[config.mk]
export PLATFORM = sky130hd
export DESIGN_NAME = cia_seq_wide_adder
export DESIGN_NICKNAME = d
export VERILOG_FILES = /design/src/rtl/cia_seq_wide_adder_pkg.sv /design/src/rtl/CIAxbit.sv /design/src/rtl/cia_seq_wide_adder.sv
export SDC_FILE = /design/constraint.sdc
export NUM_CORES = 1
export LEC_CHECK = 0
export ABC_AREA = 1
export CAP_MARGIN = 20
export CORE_MARGIN = 2
export CORE_UTILIZATION = 45
export DETAILED_ROUTE_END_ITERATION = 10
export GPL_TIMING_DRIVEN = 0
export PLACE_DENSITY = 0.72
export SLEW_MARGIN = 15
export SYNTH_ARGS = -nofsm -noshare
export SYNTH_HDL_FRONTEND = slang
export SYNTH_SLANG_ARGS = --single-unit
[constraint.sdc]
create_clock -name clk -period 9.3 [get_ports clk]
set_input_delay 0.93 -clock clk [delete_from_list [all_inputs] [get_ports clk]]
set_output_delay 0.93 -clock clk [all_outputs]
set_load 0.01 [all_outputs]
[src/rtl/cia_seq_wide_adder_pkg.sv]
// Shared definitions for the sequential slice-serial adder wrappers:
// slice width, FSM state encoding and slice-count derivation.
package cia_seq_wide_adder_pkg;

   localparam int unsigned SLICE_W = 16;

   typedef enum logic [1:0] {
      IDLE = 2'd0,
      RUN  = 2'd1,
      DONE = 2'd2
   } state_e;

   function automatic int unsigned nslice_of(input int unsigned width);
      return width / SLICE_W;
   endfunction

endpackage

[src/rtl/CIAxbit.sv]
// 16-bit carry-increment adder: 4-bit groups add with zero carry in parallel,
// then each group result is incremented by the carry rippling between groups.
module CIAxbit
   import cia_seq_wide_adder_pkg::*;
(
   input  logic [SLICE_W-1:0] a_i,
   input  logic [SLICE_W-1:0] b_i,
   input  logic               cin_i,
   output logic [SLICE_W-1:0] sum_o,
   output logic               cout_o
);

   localparam int unsigned GRP_W = 4;
   localparam int unsigned NGRP  = SLICE_W / GRP_W;

   logic [GRP_W:0]   grp_raw;
   logic [GRP_W-1:0] grp_inc;
   logic             c;

   always_comb begin
      sum_o   = '0;
      grp_raw = '0;
      grp_inc = '0;
      c       = cin_i;
      for (int unsigned g = 0; g < NGRP; g++) begin
         grp_raw = {1'b0, a_i[GRP_W*g +: GRP_W]} + {1'b0, b_i[GRP_W*g +: GRP_W]};
         grp_inc = grp_raw[GRP_W-1:0] + {{(GRP_W-1){1'b0}}, c};
         sum_o[GRP_W*g +: GRP_W] = grp_inc;
         // a raw group sum of all ones is the only case the increment can carry out
         c = grp_raw[GRP_W] | (c & (&grp_raw[GRP_W-1:0]));
      end
      cout_o = c;
   end

endmodule

[src/rtl/cia_seq_wide_adder.sv]
// Slice-serial WIDTH-bit adder: one 16-bit CIAxbit slice per cycle, LSB first,
// with valid/ready handshakes on operand capture and result delivery.
module cia_seq_wide_adder
   import cia_seq_wide_adder_pkg::*;
#(
   parameter int unsigned WIDTH = 64
) (
   input  logic             clk,
   input  logic             rst_n,
   input  logic             in_valid,
   output logic             in_ready,
   input  logic [WIDTH-1:0] a,
   input  logic [WIDTH-1:0] b,
   input  logic             cin,
   output logic             out_valid,
   input  logic             out_ready,
   output logic [WIDTH-1:0] sum,
   output logic             cout,
   output logic             ovf
);

   localparam int unsigned NSLICE = nslice_of(WIDTH);
   localparam int unsigned IDXW   = $clog2(NSLICE);

   state_e            state_q, state_d;
   logic [WIDTH-1:0]  a_q, a_d, b_q, b_d, sum_q, sum_d;
   logic              carry_q, carry_d, cout_q, cout_d, ovf_q, ovf_d;
   logic [IDXW-1:0]   idx_q, idx_d;
   logic [SLICE_W-1:0] slice_sum;
   logic              slice_cout;

   CIAxbit u_slice (
      .a_i    (a_q[SLICE_W*idx_q +: SLICE_W]),
      .b_i    (b_q[SLICE_W*idx_q +: SLICE_W]),
      .cin_i  (carry_q),
      .sum_o  (slice_sum),
      .cout_o (slice_cout)
   );

   always_comb begin
      state_d = state_q;
      a_d     = a_q;
      b_d     = b_q;
      carry_d = carry_q;
      idx_d   = idx_q;
      sum_d   = sum_q;
      cout_d  = cout_q;
      ovf_d   = ovf_q;
      case (state_q)
         IDLE: begin
            if (in_valid) begin
               a_d     = a;
               b_d     = b;
               carry_d = cin;
               idx_d   = '0;
               state_d = RUN;
            end
         end
         RUN: begin
            sum_d[SLICE_W*idx_q +: SLICE_W] = slice_sum;
            carry_d = slice_cout;
            idx_d   = idx_q + 1'b1;
            if (idx_q == IDXW'(NSLICE-1)) begin
               state_d = DONE;
               cout_d  = slice_cout;
               // the top slice is being written this cycle, so its MSB is the result sign
               ovf_d   = (a_q[WIDTH-1] == b_q[WIDTH-1]) && (slice_sum[SLICE_W-1] != a_q[WIDTH-1]);
            end
         end
         DONE: begin
            if (out_ready) state_d = IDLE;
         end
         default: state_d = IDLE;
      endcase
   end

   always_ff @(posedge clk or negedge rst_n) begin
      if (!rst_n) begin
         state_q <= IDLE;
         a_q     <= '0;
         b_q     <= '0;
         carry_q <= 1'b0;
         idx_q   <= '0;
         sum_q   <= '0;
         cout_q  <= 1'b0;
         ovf_q   <= 1'b0;
      end else begin
         state_q <= state_d;
         a_q     <= a_d;
         b_q     <= b_d;
         carry_q <= carry_d;
         idx_q   <= idx_d;
         sum_q   <= sum_d;
         cout_q  <= cout_d;
         ovf_q   <= ovf_d;
      end
   end

   assign in_ready  = (state_q == IDLE);
   assign out_valid = (state_q == DONE);
   assign sum       = sum_q;
   assign cout      = cout_q;
   assign ovf       = ovf_q;

endmodule

==> results.cfg <==
[sta]
fin_skew_ns = 0.007229
fmax_ghz = 0.2236
finalSetupTns_ns = 0
fin_crit_sh_pct = 48.10
worstMarginPinSlew_ns = 0.6937
worst_slack_ns = 4.827
relSlewSlack_pct = 53.75
slew_viol_final = 0
rsz0062_at_grt = no
final_hold_viol_count = 0
hold_slack_ns = 0.3507
fin_crit_ns = 4.473
setup_violations = 0

[detailed_routing]
drcViolationCount = 0
drt_iter0_drc = 702
wl_per_cell_um = 17.45
final_antenna_net_count = 0
via_count = 8566
via_per_inst = 5.278
wl_mm = 28.33
drtPass1Iterations = 6

[clocking]
postCtsHoldBufs = 0
htreeDepth = 4
clk_pin_slew_ns = 0.07
cts_sinks = 199
cts_buffers = 17
cts_resized = 0
tritoncts = done
clock_path_buffers = 2
cts_setup_buffers = 0
clk_latency_ns = 0.45
cts_root_buf = clkbuf_16

[layout]
final_cell_area_mm2 = 0.01236
drive_gt1_share_pct = 6.800
stdcell_count = 1623
fin_util_pct = 60.69
final_nets = 1507
diodes = 0
syn2layout_area_growth_pct = 31.88

[global_route]
antenna_found_initial = 0
grt_pass1_wl_mm = 44.53
overflow = 0
grt_pass1_vias = 8492
grtUsageTotal_pct = 26.49
grt_start_max_net_pins = 82

[placement]
dp_hpwl_mm = 21.47
port_buffers = 200
placed_area_mm2 = 0.01177
place.gp.congestion = 0.9352
dp_slack_ns = 4.973
dp_cells = 1591

[critical_path]
cp-end-kind = register
startpoint_type = register
cp_max_fo = 12
r2r_slack_ns = 4.83
r2r_end = sum[62]
crit_required_ns = 9.68
rr_worst_depth = 23
rr_startpoint = idx_q[1]
crit_type = reg -> reg
arrival_ns = 4.85

[power_and_ir_drop]
p_int_mw = 2.742
power_switching_share_pct = 48.44
p_per_area_mw_per_mm2 = 430.3
p_comb_share_pct = 58.2
seqPwrFrac_pct = 27.8
leakagePower_nw = 6.049
clock_power_share_pct = 14.0
net-switching-power_mw = 2.576
ir_worst_vdd_uv = 295.4
power.total_mw = 5.318

[floorplan]
initial_core_util_pct = 46.02
die_w_um = 148.3
core_area_mm2 = 0.02036
rows = 52
die_h_um = 148.3
io_pins = 201
dieArea_mm2 = 0.02200

[logic_synthesis]
synth_cells = 1119
syn_area_mm2 = 0.009371
ys.flop_type = dfrtp_1
synth-edff-count = 0
synth-seq-cells = 199
async_flop_share_pct = 100.0
synth_top_area_share_pct = 53.14
yosysSeqAreaShare_pct = 53.14
synth_fp_nets = 1286
synth_top_cell_by_area = dfrtp_1
synth.distinct_cells = 36
synth-warning-count = 0
synth_most_common_cell = nand2_1
synth.top_cells.by_count = nand2_1, dfrtp_1, o21ai_0
yosys-top-cells-area = dfrtp_1, nand2_1, o21ai_0
syn_area_per_cell_um2 = 8.375

[job]
max-cap-violations = 0

[min_path]
hp-class = in -> async

[run_status]
status = finished clean
placed cells by master, fill, tap and decap left out, types with 3 or more instances in the layout:
cell	netlist	final
a21oi_1	8	8
a22o_1	11	11
a32o_1	8	8
buf_1	4	4
buf_2	26	26
buf_4	5	5
clkbuf_1	25	25
clkbuf_16	0	17
clkdlybuf4s50_1	0	199
clkinv_4	0	3
dfrtp_1	199	199
fa_1	4	4
ha_1	30	30
inv_1	35	35
inv_2	9	9
inv_6	0	4
inv_8	0	4
nand2_1	469	469
nand2_2	5	5
nand3_1	20	20
nor2_1	76	76
nor2_2	3	3
o21ai_0	90	90
o21ai_1	35	35
o22ai_1	30	30
xnor2_1	5	5
xor2_1	4	4
how the worst max path moves through the flow:
stage / startpoint / end / slack, ns / cells past startpoint
after global placement: rst_n / a_q[6] / -0.92 / 1
final: idx_q[1] / sum[62] / 4.83 / 23
after CTS: idx_q[0] / sum[62] / 4.95 / 24
after global routing: idx_q[1] / sum[30] / 4.58 / 23
after detailed placement: idx_q[0] / sum[62] / 4.97 / 24
after floorplan: idx_q[0] / sum[30] / 5.90 / 24
per-layer routing:
| metal | track usage [%] | routed length, um |
|---|---|---|
| met5 | 0 | 0 |
| met4 | 9.905 | 879 |
| met3 | 4.110 | 1937 |
| met2 | 42.75 | 13250 |
| met1 | 36.45 | 12260 |
registers in the layout, summed over array words and instances, names as in the netlist:
register and flops:
a_q 64, idx_q 2, sum 64, state_q 2
carry_q 1, cout 1, b_q 64, ovf 1
layout make-up:
type | instances | area (um^2)
multi-input cells | 816 | 3950
inverters | 44 | 165.2
repair buffers | 202 | 2062
flip-flops and latches | 199 | 4980
clock inverters | 15 | 162.7
clock buffers | 17 | 425.4
plain buffers | 60 | 276.5
well taps | 270 | 337.8
fillers | 1763 | 8005
power groups by stage:
stage | Sequential, mW | Combinational, mW | Clock [mW]
3_3_place_gp | 1.49 | 2.97 | 0
5_1_grt | 1.52 | 3.41 | 0.782
4_1_cts | 1.48 | 3.06 | 0.749
6_report | 1.48 | 3.09 | 0.745
3_5_place_dp | 1.49 | 3.04 | 0
2_1_floorplan | 1.45 | 1.92 | 0
logic make-up (layout without fill, tap and decap cells):
logic type               after synthesis  count (layout)  synth area share (%)
flip-flops                           199             199                 53.14
AND/OR/NAND/NOR                      584             584                 24.69
adder cells (fa/ha/maj)               34              34                 4.860
buffers and inverters                104             338                 4.713
XOR/XNOR                              11              11                 1.188
AO/OA/AOI/OAI                        187             187                 11.42
critical path: stages, from the launching register on:
cell and delay (ns):
dfrtp_1 0.51, inv_1 0.37, clkbuf_1 0.53, o21ai_0 0.18, o22ai_1 0.21, ha_1 0.25
inv_1 0.07, fa_1 0.38, inv_1 0.06, nand2_1 0.09, nand2_1 0.14, nor3_2 0.05
nand2_1 0.08, nand2_1 0.08, nand2_1 0.07, nand2_2 0.07, nand2_2 0.07, nand2_2 0.06
ha_1 0.22, ha_1 0.21, xor2_1 0.20, nor2_1 0.23, nand2_1 0.12, o21ai_1 0.15
Power figures use the tool's default switching activity.
